==> config.mk <==
export PLATFORM = sky130hd
export DESIGN_NAME = div
export DESIGN_NICKNAME = d
export VERILOG_FILES = /design/src/rtl/div_pkg.sv /design/src/rtl/div.sv
export SDC_FILE = /design/constraint.sdc
export NUM_CORES = 1
export LEC_CHECK = 0
export ABC_AREA = 1
export ABC_CLOCK_PERIOD_IN_PS = 4240
export BUFFER_PORTS_ARGS = -buffer_cell sky130_fd_sc_hd__buf_2
export CAP_MARGIN = 20
export CELL_PAD_IN_SITES_DETAIL_PLACEMENT = 0
export CELL_PAD_IN_SITES_GLOBAL_PLACEMENT = 1
export CORE_UTILIZATION = 33
export CTS_CLUSTER_SIZE = 25
export DETAILED_ROUTE_END_ITERATION = 12
export PLACE_DENSITY = 0.72
export SETUP_SLACK_MARGIN = 0.1
export SYNTH_ARGS = -nofsm -noshare
export SYNTH_HDL_FRONTEND = slang
export SYNTH_SLANG_ARGS = --single-unit
==> constraint.sdc <==
create_clock -name clk -period 4.24 [get_ports clk]
set_clock_uncertainty 0.15 [all_clocks]
set_input_delay 0 -clock clk [delete_from_list [all_inputs] [get_ports clk]]
set_output_delay 0 -clock clk [all_outputs]
set_load 0.05 [all_outputs]
==> src/rtl/div_pkg.sv <==
// rtl/div_pkg.sv - shared state codes and control constants for the divider
package div_pkg;

  typedef enum logic [1:0] {
    DIV_FREE    = 2'b00,
    DIV_BY_ZERO = 2'b01,
    DIV_ON      = 2'b10,
    DIV_END     = 2'b11
  } div_state_e;

  localparam logic DIVSTART  = 1'b1;
  localparam logic DIVSTOP   = 1'b0;
  localparam logic RSTENABLE = 1'b1;

endpackage

==> src/rtl/div.sv <==
// rtl/div.sv - multi-cycle restoring divider returning {remainder, quotient}
module div
  import div_pkg::*;
#(
  parameter int DATA_W = 32
) (
  input  logic                  clk,
  input  logic                  rst,
  input  logic                  signed_div_i,
  input  logic [DATA_W-1:0]     opdata1_i,
  input  logic [DATA_W-1:0]     opdata2_i,
  input  logic                  start_i,
  input  logic                  annul_i,
  output logic [2*DATA_W-1:0]   result_o,
  output logic                  ready_o
);

  localparam int CNT_W = $clog2(DATA_W) + 1;
  localparam logic [CNT_W-1:0] LAST_STEP = CNT_W'(DATA_W - 1);

  function automatic logic [DATA_W-1:0] negate(input logic [DATA_W-1:0] v);
    return ~v + DATA_W'(1);
  endfunction

  function automatic logic [DATA_W-1:0] magnitude(input logic [DATA_W-1:0] v,
                                                  input logic is_signed);
    return (is_signed && v[DATA_W-1]) ? negate(v) : v;
  endfunction

  div_state_e          state_q;
  logic [CNT_W-1:0]    cnt_q;
  logic [2*DATA_W:0]   work_q;
  logic [2*DATA_W:0]   work_d;
  logic [DATA_W-1:0]   divisor_q;
  logic                signed_q;
  logic                sign1_q;
  logic                sign2_q;

  // work_q = {rem, quo, 1'b0}: the window [2*DATA_W:DATA_W] is the remainder
  // already shifted left with the next dividend bit, 33 bits wide so a
  // divisor with its top bit set is still compared correctly.
  logic [DATA_W:0]     rem_sh;
  logic [DATA_W-1:0]   sub;
  logic                fits;
  logic [DATA_W-1:0]   quo_raw, rem_raw, quo_fix, rem_fix;

  always_comb begin
    rem_sh  = work_q[2*DATA_W:DATA_W];
    fits    = rem_sh >= {1'b0, divisor_q};
    sub     = rem_sh[DATA_W-1:0] - divisor_q;
    work_d  = fits ? {sub, work_q[DATA_W-1:0], 1'b1}
                   : {work_q[2*DATA_W-1:0], 1'b0};
    quo_raw = work_d[DATA_W-1:0];
    rem_raw = work_d[2*DATA_W:DATA_W+1];
    quo_fix = (signed_q && (sign1_q ^ sign2_q)) ? negate(quo_raw) : quo_raw;
    rem_fix = (signed_q && sign1_q) ? negate(rem_raw) : rem_raw;
  end

  always_ff @(posedge clk) begin
    if (rst == RSTENABLE) begin
      state_q   <= DIV_FREE;
      cnt_q     <= '0;
      work_q    <= '0;
      divisor_q <= '0;
      signed_q  <= 1'b0;
      sign1_q   <= 1'b0;
      sign2_q   <= 1'b0;
      result_o  <= '0;
      ready_o   <= 1'b0;
    end else begin
      case (state_q)
        DIV_FREE: begin
          if (start_i == DIVSTART && !annul_i) begin
            signed_q <= signed_div_i;
            sign1_q  <= opdata1_i[DATA_W-1];
            sign2_q  <= opdata2_i[DATA_W-1];
            if (opdata2_i == '0) begin
              state_q <= DIV_BY_ZERO;
            end else begin
              state_q   <= DIV_ON;
              cnt_q     <= '0;
              work_q    <= {{DATA_W{1'b0}}, magnitude(opdata1_i, signed_div_i), 1'b0};
              divisor_q <= magnitude(opdata2_i, signed_div_i);
            end
          end
        end
        DIV_BY_ZERO: begin
          state_q  <= DIV_END;
          result_o <= '0;
          ready_o  <= 1'b1;
        end
        DIV_ON: begin
          if (annul_i) begin
            state_q  <= DIV_FREE;
            result_o <= '0;
            ready_o  <= 1'b0;
          end else begin
            work_q <= work_d;
            cnt_q  <= cnt_q + CNT_W'(1);
            if (cnt_q == LAST_STEP) begin
              state_q  <= DIV_END;
              result_o <= {rem_fix, quo_fix};
              ready_o  <= 1'b1;
            end
          end
        end
        DIV_END: begin
          if (start_i == DIVSTOP) begin
            state_q  <= DIV_FREE;
            result_o <= '0;
            ready_o  <= 1'b0;
          end
        end
      endcase
    end
  end

endmodule

==> flow_summary.json <==
{
  "outcome": "finished clean",
  "cts_root_buffer": "clkbuf_16",
  "final-max-slew-violation-count": 0,
  "slew_headroom": 0.298,
  "syn_inst": 2171,
  "grt_pass1_wl_mm": 74.0,
  "num_vias": 14200,
  "regArea_mm2": 0.00347,
  "ant_nets": 0,
  "fill_cells": 4300,
  "synth_warnings": 0,
  "synth_top_area_share": 0.270,
  "ys_seq_area_frac": 0.270,
  "rsz0062_at_grt": "no",
  "synth_area_leaders": "dfxtp_1 27%, nand2_1 19%, inv_1 8.7%",
  "end_kind": "register",
  "max_cap_violations": 0,
  "yosys.cell_types.count": 52,
  "holdPathEnd": "divisor_q[1]",
  "power_density_mw_per_mm2": 372,
  "peakVddDrop_v": 0.000265,
  "grt.busiest_layer": "met2",
  "grt.total_usage": 0.244,
  "setup_viol": 0,
  "async_reset_ff_frac": 0,
  "rr_startpoint": "work_q[47]",
  "drive_gt1_frac": 0.119,
  "setup_tns_ns": 0,
  "global_route.usage.met2": 0.401,
  "place_congestion": 0.980,
  "hold_class": "in -> reg",
  "drt-total-wl_mm": 47.8,
  "dpl_cell_area_mm2": 0.0140,
  "synth_nets": 2278,
  "die_x_um": 199,
  "hold_viol": 0,
  "ys.flop_type": "dfxtp_1",
  "cts.clk_slew.worst_paths_ns": 0.07,
  "crit_arrival_ns": 3.97,
  "clock_latency_ns": 0.46,
  "coreArea_mm2": 0.0380,
  "die_h_um": 199,
  "use_met1": 0.313,
  "routedWlPerCell_um": 16.6,
  "ys_seq_elements": 173,
  "crit_required_ns": 4.39,
  "grt_pass1_vias": 13500,
  "startpoint_type": "register",
  "cp_max_fo": 5,
  "max_freq_mhz": 262,
  "drc": 0,
  "syn_area_mm2": 0.0128,
  "hold_path.startpoint": "opdata2_i[1]",
  "cts_buffers": 17,
  "io_pins": 134,
  "post-synth-top-count-cell": "nand2_1",
  "leakage_nw": 7.64,
  "reg2reg_setup_slack_ns": 0.42,
  "clockBufferDepth": 2,
  "tightest_slew_ns": 1.05,
  "grt_max_degree": 80,
  "globalRouteOverflowTotal": 0,
  "initialDrtViolationCount": 908,
  "antenna_found_initial": 0,
  "vias_per_cell": 4.94,
  "syn_area_per_cell_um2": 5.92,
  "layout.nets": 2466,
  "reg2regPathDepth": 25,
  "port_buffers": 133,
  "dieArea_mm2": 0.0397,
  "reg2reg_to": "result_o[30]",
  "synthTopCellsByCount": "665 x nand2_1, 299 x inv_1, 207 x a21oi_1",
  "firstDrtPassIters": 6,
  "htreeDepth": 4,
  "synth_top_cell_by_area": "dfxtp_1",
  "use_met3": 0.0400,
  "multi_input_area_mm2": 0.00796,
  "worstSetupPathType": "reg -> reg",
  "period_share": 0.902,
  "cts_sinks": 173,
  "hpwl_mm": 36.5,
  "min_path_cells": 4,
  "diodes": 0,
  "initial_core_util": 0.338,
  "final_area_mm2": 0.0156,
  "synth-edff-count": 0,
  "rows": 71,
  "tritoncts": "yes",
  "fin_crit_ns": 3.82,
  "syn2layout_area_growth_pct": 21.2
}
-- worst max-delay path by stage --
stage,startpoint,endpoint,depth (start not counted)
after floorplan,divisor_q[3],result_o[30],27
after global placement,divisor_q[8],result_o[30],26
after detailed placement,divisor_q[8],result_o[30],26
after CTS,work_q[47],result_o[30],25
after global routing,work_q[39],result_o[28],26
final,work_q[47],result_o[30],25
-- metrics by stage --
stage,setup WS (ns),util,instances,power (mW),hold WS [ns]
after CTS,0.134,0.406,2879,5.78,0.245
final,0.417,0.410,2882,5.80,0.265
after floorplan,0.571,-,2171,3.46,-0.00683
after global placement,0.210,0.369,2763,4.13,0.153
after global routing,0.0845,0.410,2882,6.19,0.285
after detailed placement,0.153,0.369,2763,4.12,0.156
-- sequential cells by signal, indices dropped and copies added (netlist names) --
| name | count |
|---|---|
| state_q | 2 |
| result_o | 64 |
| sign1_q | 1 |
| divisor_q | 32 |
| work_q | 65 |
| sign2_q | 1 |
| signed_q | 1 |
| cnt_q | 6 |
| ready_o | 1 |
-- layout make-up --
type | instances | area share
clock inverter | 13 | 0.00843
clock buffer | 18 | 0.0275
multi-input combinational | 1609 | 0.511
inverter | 311 | 0.0749
tap | 511 | 0.0410
timing repair buffer | 247 | 0.114
sequential | 173 | 0.223
-- metal layers --
metal  up-vias  part of all wire
li1       7318                 -
met1      6543              0.46
met2       302              0.46
met3        78             0.043
met4         0             0.040
met5         -                 0
-- kinds of logic (layout without fill, tap and decap cells) --
| family | Yosys count | after routing | synth area share |
|---|---|---|---|
| fa+ha+maj | 38 | 38 | 0.0376 |
| buf+inv | 389 | 589 | 0.119 |
| simple gates | 1118 | 1118 | 0.368 |
| flops | 173 | 173 | 0.270 |
| xor+xnor | 58 | 58 | 0.0395 |
| compound gates | 395 | 395 | 0.166 |
-- what timing repair did --
item,4_1_cts,5_1_grt
gates resized for setup,0,23
buffers inserted,0,1
hold buffers,85,0
hold endpoints to repair,106,0
setup endpoints to repair,0,7
-- power by group --
| part | leakage, nW | switching (mW) | internal, mW |
|---|---|---|---|
| registers | 1.41 | 0.123 | 1.77 |
| logic | 5.96 | 1.60 | 0.725 |
| clock network | 0.276 | 0.758 | 0.823 |
-- worst max-delay path: stages, from the launching register on --
cell and delay (ns):
dfxtp_2 0.35, ha_1 0.39, nand2_2 0.14, inv_2 0.03, nand2_1 0.05, nand2_1 0.09, inv_1 0.07, nand2_1 0.09
inv_2 0.09, nand2_4 0.08, a21oi_4 0.17, ha_1 0.17, inv_1 0.06, nor3_2 0.14, nand2_1 0.10, inv_1 0.10
nand4_1 0.17, nor3_2 0.25, nand3_2 0.14, nor2_4 0.16, nand3_1 0.12, nand2_1 0.10, o21ai_1 0.11, nor3_1 0.14
nand3b_1 0.13, a21oi_1 0.06
-- layout by cell type (no fill, tap or decap), types with 10 or more instances in the layout --
master and instances:
clkbuf_16 17, xnor2_1 15, o21ai_0 118, nor2_2 15, buf_4 27, dfxtp_1 170
nor2_1 178, buf_2 132, nand3_1 145, a21oi_1 207, inv_1 297, dlygate4sd3_1 85
ha_1 29, inv_2 10, nand2_2 25, a31oi_1 13, nand2_1 661, nor3_1 33
xor2_1 43, nand4_1 20, o21ai_1 10
(Power assumes the default switching activity.)
